## config.mk

```make
export PLATFORM = sky130hd
export DESIGN_NAME = multi_cycle_ctrl
export DESIGN_NICKNAME = d
export VERILOG_FILES = /design/src/rtl/multi_cycle_ctrl.sv
export SDC_FILE = /design/constraint.sdc
export NUM_CORES = 1
export LEC_CHECK = 0
export CORE_MARGIN = 2
export CORE_UTILIZATION = 25
export CTS_CLUSTER_DIAMETER = 40
export DETAILED_ROUTE_END_ITERATION = 8
export SYNTH_ARGS = -nofsm -noshare
export SYNTH_HDL_FRONTEND = slang
export SYNTH_SLANG_ARGS = --single-unit
export TNS_END_PERCENT = 10
```

## constraint.sdc

```tcl
create_clock -name clk -period 6.6 [get_ports clk]
set_input_delay 1.65 -clock clk [delete_from_list [all_inputs] [get_ports clk]]
set_output_delay 1.65 -clock clk [all_outputs]
set_load 0.01 [all_outputs]
```

## src/rtl/multi_cycle_ctrl.sv

```systemverilog
// Multi-cycle MIPS-subset control unit.
// Decodes the held instruction into datapath selects and sequences the
// FETCH / DECODE / EXEC / MEM / WB / MDWAIT states. It also counts the
// busy cycles of the external multiply/divide unit.
module multi_cycle_ctrl #(
    parameter int unsigned MUL_CYCLES = 5,
    parameter int unsigned DIV_CYCLES = 10,
    parameter int unsigned CNT_W      = 4
) (
    input  logic       clk,
    input  logic       reset,
    input  logic [5:0] OP,
    input  logic [5:0] Func,
    input  logic       Zero,
    input  logic       mem_ready,
    output logic       PCwrite,
    output logic       IRwrite,
    output logic       Regwrite,
    output logic       Memwrite,
    output logic       Memread,
    output logic       MDstart,
    output logic [1:0] RegDst,
    output logic       EXTop,
    output logic [1:0] ALUsrc,
    output logic [2:0] ALUctrl,
    output logic [2:0] MemtoReg,
    output logic [1:0] NPCop,
    output logic [1:0] MDop,
    output logic       MDbusy,
    output logic [2:0] state
);

    // Opcode field encodings
    localparam logic [5:0] OP_RTYPE = 6'b000000;
    localparam logic [5:0] OP_ORI   = 6'b001101;
    localparam logic [5:0] OP_LW    = 6'b100011;
    localparam logic [5:0] OP_SW    = 6'b101011;
    localparam logic [5:0] OP_BEQ   = 6'b000100;
    localparam logic [5:0] OP_LUI   = 6'b001111;
    localparam logic [5:0] OP_J     = 6'b000010;
    localparam logic [5:0] OP_JAL   = 6'b000011;

    // Function field encodings for R-type
    localparam logic [5:0] FN_ADD  = 6'b100000;
    localparam logic [5:0] FN_SUB  = 6'b100010;
    localparam logic [5:0] FN_JR   = 6'b001000;
    localparam logic [5:0] FN_MULT = 6'b011000;
    localparam logic [5:0] FN_DIV  = 6'b011010;
    localparam logic [5:0] FN_MFHI = 6'b010000;
    localparam logic [5:0] FN_MFLO = 6'b010010;

    // Multiply/divide counter constants
    localparam logic [CNT_W-1:0] CNT_ZERO = {CNT_W{1'b0}};
    localparam logic [CNT_W-1:0] CNT_ONE  = CNT_W'(1);
    localparam logic [CNT_W-1:0] MUL_LOAD = CNT_W'(MUL_CYCLES);
    localparam logic [CNT_W-1:0] DIV_LOAD = CNT_W'(DIV_CYCLES);

    typedef enum logic [2:0] {
        S_FETCH  = 3'd0,
        S_DECODE = 3'd1,
        S_EXEC   = 3'd2,
        S_MEM    = 3'd3,
        S_WB     = 3'd4,
        S_MDWAIT = 3'd5
    } state_t;

    typedef enum logic [3:0] {
        I_NOP  = 4'd0,
        I_ADD  = 4'd1,
        I_SUB  = 4'd2,
        I_ORI  = 4'd3,
        I_LW   = 4'd4,
        I_SW   = 4'd5,
        I_BEQ  = 4'd6,
        I_LUI  = 4'd7,
        I_J    = 4'd8,
        I_JAL  = 4'd9,
        I_JR   = 4'd10,
        I_MULT = 4'd11,
        I_DIV  = 4'd12,
        I_MFHI = 4'd13,
        I_MFLO = 4'd14
    } instr_t;

    state_t            state_r;
    state_t            next_state_s;
    instr_t            instr_s;
    logic [CNT_W-1:0]  cnt_r;
    logic [1:0]        npc_dec_s;

    assign state = state_r;

    // Classify the held instruction; anything unrecognised becomes a nop
    always_comb begin
        instr_s = I_NOP;
        case (OP)
            OP_RTYPE: begin
                case (Func)
                    FN_ADD:  instr_s = I_ADD;
                    FN_SUB:  instr_s = I_SUB;
                    FN_JR:   instr_s = I_JR;
                    FN_MULT: instr_s = I_MULT;
                    FN_DIV:  instr_s = I_DIV;
                    FN_MFHI: instr_s = I_MFHI;
                    FN_MFLO: instr_s = I_MFLO;
                    default: instr_s = I_NOP;
                endcase
            end
            OP_ORI:  instr_s = I_ORI;
            OP_LW:   instr_s = I_LW;
            OP_SW:   instr_s = I_SW;
            OP_BEQ:  instr_s = I_BEQ;
            OP_LUI:  instr_s = I_LUI;
            OP_J:    instr_s = I_J;
            OP_JAL:  instr_s = I_JAL;
            default: instr_s = I_NOP;
        endcase
    end

    // Datapath selects, driven from the instruction in every state
    always_comb begin
        RegDst    = 2'b00;
        EXTop     = 1'b0;
        ALUsrc    = 2'b00;
        ALUctrl   = 3'b000;
        MemtoReg  = 3'b000;
        npc_dec_s = 2'b00;
        MDop      = 2'b00;
        case (instr_s)
            I_ADD: begin
                RegDst = 2'b01;
            end
            I_SUB: begin
                RegDst  = 2'b01;
                ALUctrl = 3'b001;
            end
            I_ORI: begin
                ALUsrc  = 2'b01;
                ALUctrl = 3'b010;
            end
            I_LW: begin
                EXTop    = 1'b1;
                ALUsrc   = 2'b01;
                MemtoReg = 3'b001;
            end
            I_SW: begin
                EXTop  = 1'b1;
                ALUsrc = 2'b01;
            end
            I_BEQ: begin
                EXTop     = 1'b1;
                ALUctrl   = 3'b001;
                npc_dec_s = 2'b10;
            end
            I_LUI: begin
                ALUsrc   = 2'b01;
                MemtoReg = 3'b011;
            end
            I_J: begin
                npc_dec_s = 2'b01;
            end
            I_JAL: begin
                RegDst    = 2'b10;
                MemtoReg  = 3'b010;
                npc_dec_s = 2'b01;
            end
            I_JR: begin
                npc_dec_s = 2'b11;
            end
            I_MULT: begin
                MDop = 2'b01;
            end
            I_DIV: begin
                MDop = 2'b10;
            end
            I_MFHI: begin
                RegDst   = 2'b01;
                MemtoReg = 3'b100;
            end
            I_MFLO: begin
                RegDst   = 2'b01;
                MemtoReg = 3'b101;
            end
            default: begin
                RegDst = 2'b00;
            end
        endcase
    end

    // The fetch PC update is always sequential, whatever the old IR says
    always_comb begin
        if ((state_r == S_FETCH) && mem_ready) begin
            NPCop = 2'b00;
        end else begin
            NPCop = npc_dec_s;
        end
    end

    // Next-state and state-gated strobes
    always_comb begin
        next_state_s = state_r;
        PCwrite      = 1'b0;
        IRwrite      = 1'b0;
        Regwrite     = 1'b0;
        Memwrite     = 1'b0;
        Memread      = 1'b0;
        MDstart      = 1'b0;
        MDbusy       = 1'b0;
        case (state_r)
            S_FETCH: begin
                Memread = 1'b1;
                // reset gates the fetch strobes so a held reset writes nothing
                if (mem_ready && reset) begin
                    IRwrite      = 1'b1;
                    PCwrite      = 1'b1;
                    next_state_s = S_DECODE;
                end else begin
                    next_state_s = S_FETCH;
                end
            end
            S_DECODE: begin
                case (instr_s)
                    I_J, I_JR: begin
                        PCwrite      = 1'b1;
                        next_state_s = S_FETCH;
                    end
                    I_JAL: begin
                        PCwrite      = 1'b1;
                        next_state_s = S_WB;
                    end
                    I_NOP: begin
                        next_state_s = S_FETCH;
                    end
                    default: begin
                        next_state_s = S_EXEC;
                    end
                endcase
            end
            S_EXEC: begin
                case (instr_s)
                    I_BEQ: begin
                        PCwrite      = Zero;
                        next_state_s = S_FETCH;
                    end
                    I_LW, I_SW: begin
                        next_state_s = S_MEM;
                    end
                    I_MULT, I_DIV: begin
                        MDstart      = 1'b1;
                        next_state_s = S_MDWAIT;
                    end
                    default: begin
                        next_state_s = S_WB;
                    end
                endcase
            end
            S_MEM: begin
                if (instr_s == I_SW) begin
                    Memwrite     = 1'b1;
                    next_state_s = mem_ready ? S_FETCH : S_MEM;
                end else if (instr_s == I_LW) begin
                    Memread      = 1'b1;
                    next_state_s = mem_ready ? S_WB : S_MEM;
                end else begin
                    // IR changed under us; drop the access rather than hang
                    next_state_s = S_FETCH;
                end
            end
            S_WB: begin
                Regwrite     = 1'b1;
                next_state_s = S_FETCH;
            end
            S_MDWAIT: begin
                MDbusy = 1'b1;
                // leaving on 1 gives exactly N cycles; 0 is a safe escape
                if (cnt_r <= CNT_ONE) begin
                    next_state_s = S_FETCH;
                end else begin
                    next_state_s = S_MDWAIT;
                end
            end
            default: begin
                next_state_s = S_FETCH;
            end
        endcase
    end

    // State register; reset forces FETCH without waiting for a clock
    always_ff @(posedge clk or negedge reset) begin
        if (!reset) begin
            state_r <= S_FETCH;
        end else begin
            state_r <= next_state_s;
        end
    end

    // Multiply/divide busy counter: load in EXEC, saturating count-down in MDWAIT
    always_ff @(posedge clk or negedge reset) begin
        if (!reset) begin
            cnt_r <= CNT_ZERO;
        end else if ((state_r == S_EXEC) && (instr_s == I_MULT)) begin
            cnt_r <= MUL_LOAD;
        end else if ((state_r == S_EXEC) && (instr_s == I_DIV)) begin
            cnt_r <= DIV_LOAD;
        end else if ((state_r == S_MDWAIT) && (cnt_r != CNT_ZERO)) begin
            cnt_r <= cnt_r - CNT_ONE;
        end else begin
            cnt_r <= cnt_r;
        end
    end

endmodule
```

Word level (Yosys, flattened, before mapping)
Cells that the tools add are included.
{ "totals": {"register_bits": 7, "input_bits": 16, "output_inout_bits": 25, "elab_cells": 92} }
{ "op_classes": {"addsub": 1, "n_lt_le_gt_ge": 1, "eq_ne": 33, "n_mux": 36, "reduce_logical": 19} }
{ "ops": {"columns": ["cell", "n"], "rows": [
  ["$pmux W4 S8", 1],
  ["$pmux W3 S5", 2],
  ["$eq A4 B4 Y1 const B", 7],
  ["$pmux W4 S7", 1],
  ["$eq A6 B5 Y1 const B", 4],
  ["$eq A6 B6 Y1 const B", 4],
  ["$eq A6 B4 Y1 const B", 3],
  ["$eq A4 B3 Y1 const B", 4],
  ["$mux W1", 15],
  ["$eq A6 B2 Y1 const B", 2],
  ["$mux W3", 4],
  ["$mux W4", 3],
  ["$pmux W2 S2", 3],
  ["$pmux W3 S3", 1],
  ["$reduce_or A3 Y1", 3],
  ["$eq A4 B2 Y1 const B", 2],
  ["$reduce_or A2 Y1", 4],
  ["$reduce_or A4 Y1", 2],
  ["$eq A3 B2 Y1 const B", 2],
  ["$eq A3 B3 Y1 const B", 2],
  ["$eq A6 B3 Y1 const B", 1],
  ["$logic_not A6 Y1", 1],
  ["$pmux W2 S3", 1],
  ["$pmux W3 S2", 1],
  ["12 further kinds", 17]
]} }

Longest topological paths before layout
Gate-level depths: netlist of run 1.
{ "depth": {"ltp_word": 7, "depth_mapped": 6, "ltp_nobuf": 6} }

Least setup slack after synthesis of run 1
Ideal clock, no wire load.
{ "synth_timing": {"path_type": "input to output", "startpoint": "input OP[3]", "endpoint": "output RegDst[0]", "t_arrival_ps": 3391, "t_required_ps": 4950, "path_slack_ps": 1559, "stages": 6, "path_cell_list": "buf_6 -> or4_4 -> a211o_1 -> o22ai_2 -> nor2_1 -> nor4_1"} }
{ "synth_via": {"elab_chain_len": 5, "elab_cells_between_ends": 16, "classes_between": "12 x eq/ne; 2 x mux; 2 x reduce/logical"} }
{ "synth_rtl": {"columns": ["item", "line_no", "text"], "rows": [
  ["start, declared", "12", "input logic [5:0] OP,"],
  ["$eq A6 B2 Y1 (tied with other cells)", "96", "case (OP)"],
  ["$pmux W4 S8 (*)", "96", null],
  ["$eq A4 B4 Y1 (tied with other cells)", "129", "case (instr_s)"],
  ["$reduce_or A4 Y1 (no source line)", null, null],
  ["$pmux W2 S2 (*)", "129", null],
  ["end, declared", "22", "output logic [1:0] RegDst,"]
]} }
Every way passes the cells marked *; elsewhere a longest branch is shown, timed or not.

Worst setup path after layout of run 1
{ "layout_timing": {"startpoint": "input OP[1]", "endpoint": "output RegDst[0]"} }
The elaborated chain is that of the path after synthesis.

==> results.md, run 1 <==
* Post-DP Area at 1390 um2
* Final HPWL from detailed placement at 2.58 mm
* First-pass GRT wire length at 5.19 mm
* Critical path type: primary input to primary output
* Largest family of logic cells by synthesized area: simple AND/OR/NAND/NOR gates
* DRC violation count after routing at 0
* Result of the run: completed
* Critical Path Slowest Stage Cell: sky130_fd_sc_hd__or4_1
* Cells along the critical path: clkdlybuf4s50_1 -> or4_1 -> a211o_1 -> o22ai_2 -> nor2_1 -> nor4_1 -> clkdlybuf4s50_1
* Post-synth design cell area at 971 um2
* Switching power total at 0.0000662 W
* P_leak at 0.539 nW
* Required time reported for the critical path endpoint at 4950 ps
* IO Pins at 41
* Max-capacitance violation count at 0
* Dominant register cell in the synthesized netlist: sky130_fd_sc_hd__dfrtp_1
* Switching fraction of total power at 33.6%
* Kind of end point of the critical path: primary output
* Final slew viol count at 0
* Commonest cells post-synth: sky130_fd_sc_hd__nand2_1, sky130_fd_sc_hd__nor2_1, sky130_fd_sc_hd__inv_1, sky130_fd_sc_hd__nor3_1, sky130_fd_sc_hd__dfrtp_1
* Transition at the pin with the smallest max-transition slack at 648 ps
* Setup TNS at 0 ps
* Worst Path Arrival at 4380 ps
* Sequential share of power at 30.3%
* Internal power of the cells at 0.000131 W
* Top cells by area, synth: sky130_fd_sc_hd__dfrtp_1, sky130_fd_sc_hd__nor3_1, sky130_fd_sc_hd__nand2_1, sky130_fd_sc_hd__ha_1, sky130_fd_sc_hd__nor2_1
* Die H at 66.3 um
* Syn avg cell area at 7.77 um2
* Starting DRT DRC Count at 28
* Number of enable flip-flop cells after synthesis at 0
* Maximum buffer depth of the clock tree at 2
* Final cell count without fillers at 213
* Total via count in the routed design at 1150
* Number of rows in the core area at 22
* Clock skew after layout at 1.94 ps
* Latest clock arrival within the worst-skew pair at 230 ps
* Cell chosen for the clock root: sky130_fd_sc_hd__clkbuf_8
* Count of final hold-check violations at 0
* Clock transition at the register clock pins on the worst setup and hold paths after CTS at 40 ps
* GRT overflow at 0
* Wire length after detailed routing at 3.13 mm
* H-tree Lvls at 1
* Number of iterations in the first detailed-routing pass at 4
* Delay of the slowest cell on the worst path at 640 ps
* Total die area at 4400 um2
* Area growth from synthesis to layout at 47.3%
* Post CTS Setup Buffer Count at 0
* Port Buffers at 38
* CTS Hold Bufs at 0
* Final antenna-violating net count at 0
* Unrepaired setup endpoints after global routing: false
* Post-route core utilization at 38.8%
* Clock sinks at 7
* Total core area at 3690 um2
* Synthesized-area fraction occupied by ao, oa, aoi and oai cells at 27.6%
* Fill cell total of the finished layout at 404
* Gate Count Post-Synth at 125
* Proportion of layout cells with a drive suffix above 1 at 10.3%
* VDD IR-drop max at 0.0631 mV
* Cell type with the highest aggregate area in the netlist: sky130_fd_sc_hd__dfrtp_1
* Post-route cell area at 1430 um2
* Xor and xnor area share after synthesis at 3.61%
* Relative contribution of the clock network to total power at 30.8%
* Number of synthesis warnings at 0
* Average via count per standard cell at 5.40
* Routability Congestion at 0.989
* Maximum number of pins on one net before global-route repair at 10
* FF+latch count, synth at 7
* Class of the tightest hold or removal check: register to register
* Most common cell in the netlist: sky130_fd_sc_hd__nand2_1
* Inserted Diodes at 0
* Multiplexer share of the synthesized area at 0%
* DIE WIDTH at 66.3 um
* Buffering stage count on the worst path with inverters included at 2
* Most frequent cell on the critical path: sky130_fd_sc_hd__clkdlybuf4s50_1
* Power per Cell Area at 138 nW/um2
* Post-synthesis cell type count at 50
* Overall Power at 0.000197 W
* Simple-gate share of the synthesized area at 39.2%
* CP startpoint kind: primary input
* Area fraction of the dominant cell type after synthesis at 18.0%
* Largest driver fanout on the critical path at 8
* Worst-case headroom to the max-slew limit at 56.2%
* Final setup fails at 0
* Number of global-route vias before repair at 1134
* Fraction of synthesis flops using an asynchronous set or reset pin at 100%
* Part of the power in combinational logic at 38.9%
* Fin crit period at 6030 ps
* Maximum achievable frequency at 166 MHz
* Resized cells post-CTS at 0
* Initial antenna violation count at 0
* Number of buffers inserted during clock tree synthesis at 3
* Effective utilization at floorplan at 26.3%
* Number of cells after detailed placement at 209
* Total global-route track usage at 15.1%
* Number of nets in the finished design at 185
* Average wire length per cell after detail routing at 14.7 um
* Period utilisation layout at 91.4%
* Arithmetic-cell share of the synthesized area counting full adders, half adders and majority gates at 3.87%
* Largest delay contributor family on the critical path: buffers and inverters
* Portion of the post-synthesis area used by sequential elements at 18.0%
* CTS tree: done
## through the flow
stage	setup slack [ps]	hold slack, ps
6_report	566	619
5_1_grt	393	652
4_1_cts	548	629
3_5_place_dp	558	624
3_3_place_gp	602	588
2_1_floorplan	1560	550
## routing by layer
metal  vias up  wire, um  GRT usage, %
li1        560         -             -
met1       532      1260          17.7
met2        50      1600          26.8
met3         8       193          1.87
met4         0        80          7.14
met5         -         0             0
## area by class of cell
cell class	count	area [um2]	area share [%]
sequential	7	175	12.2
clock buffer	4	45.0	3.15
multi-input combinational	106	728	50.9
tap	48	60.1	4.20
inverter	9	33.8	2.36
timing repair buffer	39	388	27.1
## sequential cells by signal, indices dropped and copies added (netlist names)
signal  cells
cnt_r       4
state       3
## kinds of logic (layout without fill, tap and decap cells)
| logic type | after synthesis | count (layout) |
|---|---|---|
| other cells | 1 | 2 |
| xor+xnor | 4 | 4 |
| buf+inv | 13 | 52 |
| flops | 7 | 7 |
| simple gates | 65 | 65 |
| compound gates | 32 | 32 |
| fa+ha+maj | 3 | 3 |
## power by group through the flow
stage	logic [W]	registers (W)	clock network [W]
floorplan	0.0000464	0.0000583	0
global placement	0.0000736	0.0000596	0
detailed placement	0.0000765	0.0000603	0
CTS	0.0000768	0.0000597	0.0000623
global route	0.0000833	0.0000611	0.0000651
finish	0.0000766	0.0000597	0.0000608
## worst min-delay path, cell delays in order (launching register included)
cell,delay (ps)
sky130_fd_sc_hd__dfrtp_1,390
sky130_fd_sc_hd__o21ai_0,80
sky130_fd_sc_hd__o211ai_1,90
## cell usage in the layout (no fill, tap or decap), types with 4 or more instances in the layout
master	count
sky130_fd_sc_hd__or3_1	4
sky130_fd_sc_hd__nor3_1	9
sky130_fd_sc_hd__nand2_1	11
sky130_fd_sc_hd__dfrtp_1	7
sky130_fd_sc_hd__nor2_1	10
sky130_fd_sc_hd__a21oi_1	4
sky130_fd_sc_hd__inv_1	9
sky130_fd_sc_hd__o21ai_0	4
sky130_fd_sc_hd__clkdlybuf4s50_1	38
sky130_fd_sc_hd__nand4_1	5
## worst paths after layout
| kind | slack, ps | end | from | cells after the start |
|---|---|---|---|---|
| min | 620 | cnt_r[3]$_DFFE_PN0P_ | cnt_r[3]$_DFFE_PN0P_ | 2 |
| max in group asynchronous | 4620 | cnt_r[3]$_DFFE_PN0P_ | reset | 1 |
| min in group asynchronous | 1710 | cnt_r[1]$_DFFE_PN0P_ | reset | 1 |
| max | 570 | RegDst[0] | OP[1] | 7 |
| min reg2reg | 620 | cnt_r[3]$_DFFE_PN0P_ | cnt_r[3]$_DFFE_PN0P_ | 2 |
| max reg2reg | 4900 | cnt_r[2]$_DFFE_PN0P_ | state[1]$_DFF_PN0_ | 4 |
Power figures use the tool's default switching activity.
==> run 2: changes to the inputs <==
--- a/config.mk
+++ b/config.mk
@@ -8,7 +8,9 @@
 export CORE_MARGIN = 2
 export CORE_UTILIZATION = 25
 export CTS_CLUSTER_DIAMETER = 40
+export CTS_CLUSTER_SIZE = 24
 export DETAILED_ROUTE_END_ITERATION = 8
+export SLEW_MARGIN = 10
 export SYNTH_ARGS = -nofsm -noshare
 export SYNTH_HDL_FRONTEND = slang
 export SYNTH_SLANG_ARGS = --single-unit
==> results of run 2 <==
Same layout as run 1: the final DEF is identical, and so are final timing and power.
==> run 3: changes to the inputs <==
--- a/config.mk
+++ b/config.mk
@@ -10,6 +10,8 @@
 export CTS_CLUSTER_DIAMETER = 40
 export CTS_CLUSTER_SIZE = 24
 export DETAILED_ROUTE_END_ITERATION = 8
+export RECOVER_POWER = 25
+export SKIP_CTS_REPAIR_TIMING = 1
 export SLEW_MARGIN = 10
 export SYNTH_ARGS = -nofsm -noshare
 export SYNTH_HDL_FRONTEND = slang
==> run 3 against run 2 <==
Against the previous run:
- routed wire length about the same
- cell count unchanged
- clock skew unchanged
- non-clock buffer count unchanged
- clock power about the same
==> results.md, run 3 (synthesis results as in run 1) <==
* Result of the run: completed
* Final HPWL from detailed placement at 2.58 mm (unchanged)
* Inserted Diodes at 0 (unchanged)
* Maximum number of pins on one net before global-route repair at 10 (unchanged)
* Unrepaired setup endpoints after global routing: false
* CP startpoint kind: primary input
* Period utilisation layout at 91.4% (unchanged)
* Die H at 66.3 um (unchanged)
* Least setup slack across all paths after layout at 566 ps (unchanged)
* Total global-route track usage at 15.1% (unchanged)
* Worst Setup Slack post-DPL at 558 ps (unchanged)
* Initial antenna violation count at 0 (unchanged)
* Clock transition at the register clock pins on the worst setup and hold paths after CTS at 40 ps (about the same)
* Port Buffers at 38 (unchanged)
* Number of buffers inserted during clock tree synthesis at 3 (unchanged)
* Wire length after detailed routing at 3.13 mm (about the same)
* Fin crit period at 6030 ps (unchanged)
* Class of the tightest hold or removal check: register to register
* First-pass GRT wire length at 5.19 mm (unchanged)
* DRC violation count after routing at 0 (unchanged)
* P_leak at 0.545 nW (+1.1%)
* Most common library cell in the layout ignoring fill and taps: sky130_fd_sc_hd__clkdlybuf4s50_1
* IO Pins at 41 (unchanged)
* Maximum achievable frequency at 166 MHz (unchanged)
* Cells along the critical path: clkdlybuf4s50_1 -> or4_1 -> a211o_1 -> o22ai_2 -> nor2_1 -> nor4_1 -> clkdlybuf4s50_1
* Number of global-route vias before repair at 1134 (unchanged)
* Worst Path Arrival at 4380 ps (about the same)
* Kind of end point of the critical path: primary output
* Delay of the slowest cell on the worst path at 640 ps (about the same)
* Total via count in the routed design at 1148 (-0.17%)
* Total die area at 4400 um2 (unchanged)
* Largest driver fanout on the critical path at 8 (unchanged)
* H-tree Lvls at 1 (unchanged)
* Clock sinks at 7 (unchanged)
* Latest clock arrival within the worst-skew pair at 230 ps (about the same)
* Number of flip-flops in the largest register at 4 (unchanged)
* Total core area at 3690 um2 (unchanged)
* Effective utilization at floorplan at 26.3% (unchanged)
* Worst-case headroom to the max-slew limit at 56.2% (unchanged)
* Proportion of layout cells with a drive suffix above 1 at 10.3% (unchanged)
* Average via count per standard cell at 5.39 (-0.17%)
* DIE WIDTH at 66.3 um (unchanged)
* Register with the most flip-flops: cnt_r
* Maximum buffer depth of the clock tree at 2 (unchanged)
* GRT overflow at 0 (unchanged)
* Number of nets in the finished design at 185 (unchanged)
* Starting DRT DRC Count at 28 (unchanged)
* CTS tree: done
* Power per Cell Area at 137 nW/um2 (-0.20%)
* Count of final hold-check violations at 0 (unchanged)
* Fill cell total of the finished layout at 404 (unchanged)
* Critical Path Slowest Stage Cell: sky130_fd_sc_hd__or4_1
* Setup TNS at 0 ps (unchanged)
* Area growth from synthesis to layout at 47.3% (unchanged)
* Cell chosen for the clock root: sky130_fd_sc_hd__clkbuf_8
* Average wire length per cell after detail routing at 14.7 um (about the same)
* Commonest non-fill, non-tap cells in the layout: sky130_fd_sc_hd__clkdlybuf4s50_1, sky130_fd_sc_hd__nand2_1, sky130_fd_sc_hd__nor2_1
* Final slew viol count at 0 (unchanged)
* Transition at the pin with the smallest max-transition slack at 648 ps (unchanged)
* Max-capacitance violation count at 0 (unchanged)
* Most frequent cell on the critical path: sky130_fd_sc_hd__clkdlybuf4s50_1
* Footprint of the multi-input gates at 728 um2 (unchanged)
* Number of iterations in the first detailed-routing pass at 4 (unchanged)
* Routability Congestion at 0.989 (unchanged)
* Number of rows in the core area at 22 (unchanged)
* VDD IR-drop max at 0.0630 mV (about the same)
* Final setup fails at 0 (unchanged)
* Sequential standard cell area at 175 um2 (unchanged)
* Clock skew after layout at 1.94 ps (unchanged)
* Final antenna-violating net count at 0 (unchanged)
* Critical path type: primary input to primary output
* Required time reported for the critical path endpoint at 4950 ps (about the same)
## run 3: cell count changes in the layout (fill, tap and decap cells not counted), sizes merged
cell           delta
clkdlybuf4s50     -3
dlygate4sd3       +3
## run 3: power by group
group,total (W),switching [W],internal (W)
sequential,0.0000596,0.00000847,0.0000512
combinational,0.0000762,0.0000387,0.0000375
clock,0.0000608,0.0000190,0.0000418
## run 3: per-layer routing
layer / routed length, um / part of all wire, % / global-route usage (%)
met1: 1260 / 40 / 17.7
met4: 80 / 2.6 / 7.14
met5: 0 / 0 / 0
met3: 193 / 6.2 / 1.87
met2: 1600 / 51 / 26.8
## run 3: area by class of cell
cell class	count	area share, %
well taps	48	4.20
inverters	9	2.36
repair buffers	39	27.1
flip-flops and latches	7	12.2
multi-input cells	106	50.9
clock buffers	4	3.15
## run 3: through the flow
stage               cells  power [W]  hold WS (ps)  instance area (um2)  utilization [%]
finish                213   0.000197           619                 1430             38.8
global route          213   0.000209           652                 1430             38.8
CTS                   213   0.000199           629                 1430             38.8
detailed placement    209   0.000137           624                 1390             37.6
global placement      209   0.000133           588                 1390             37.6
floorplan             126   0.000105           550                  975                -
## run 3: final timing paths
path	from	endpoint	slack (ps)	cells after the start
max	OP[1]	RegDst[0]	570	7
min	cnt_r[3]$_DFFE_PN0P_	cnt_r[3]$_DFFE_PN0P_	620	2
max reg2reg	state[1]$_DFF_PN0_	cnt_r[2]$_DFFE_PN0P_	4910	4
min reg2reg	cnt_r[3]$_DFFE_PN0P_	cnt_r[3]$_DFFE_PN0P_	620	2
max in group asynchronous	reset	cnt_r[3]$_DFFE_PN0P_	4550	1
min in group asynchronous	reset	cnt_r[1]$_DFFE_PN0P_	1780	1
## run 3: worst max-delay path, delay by kind of cell
kind                   cells  cell delay, ps
AND/OR/NAND/NOR            3            1020
buffers and inverters      2            1110
AO/OA/AOI/OAI              2             600
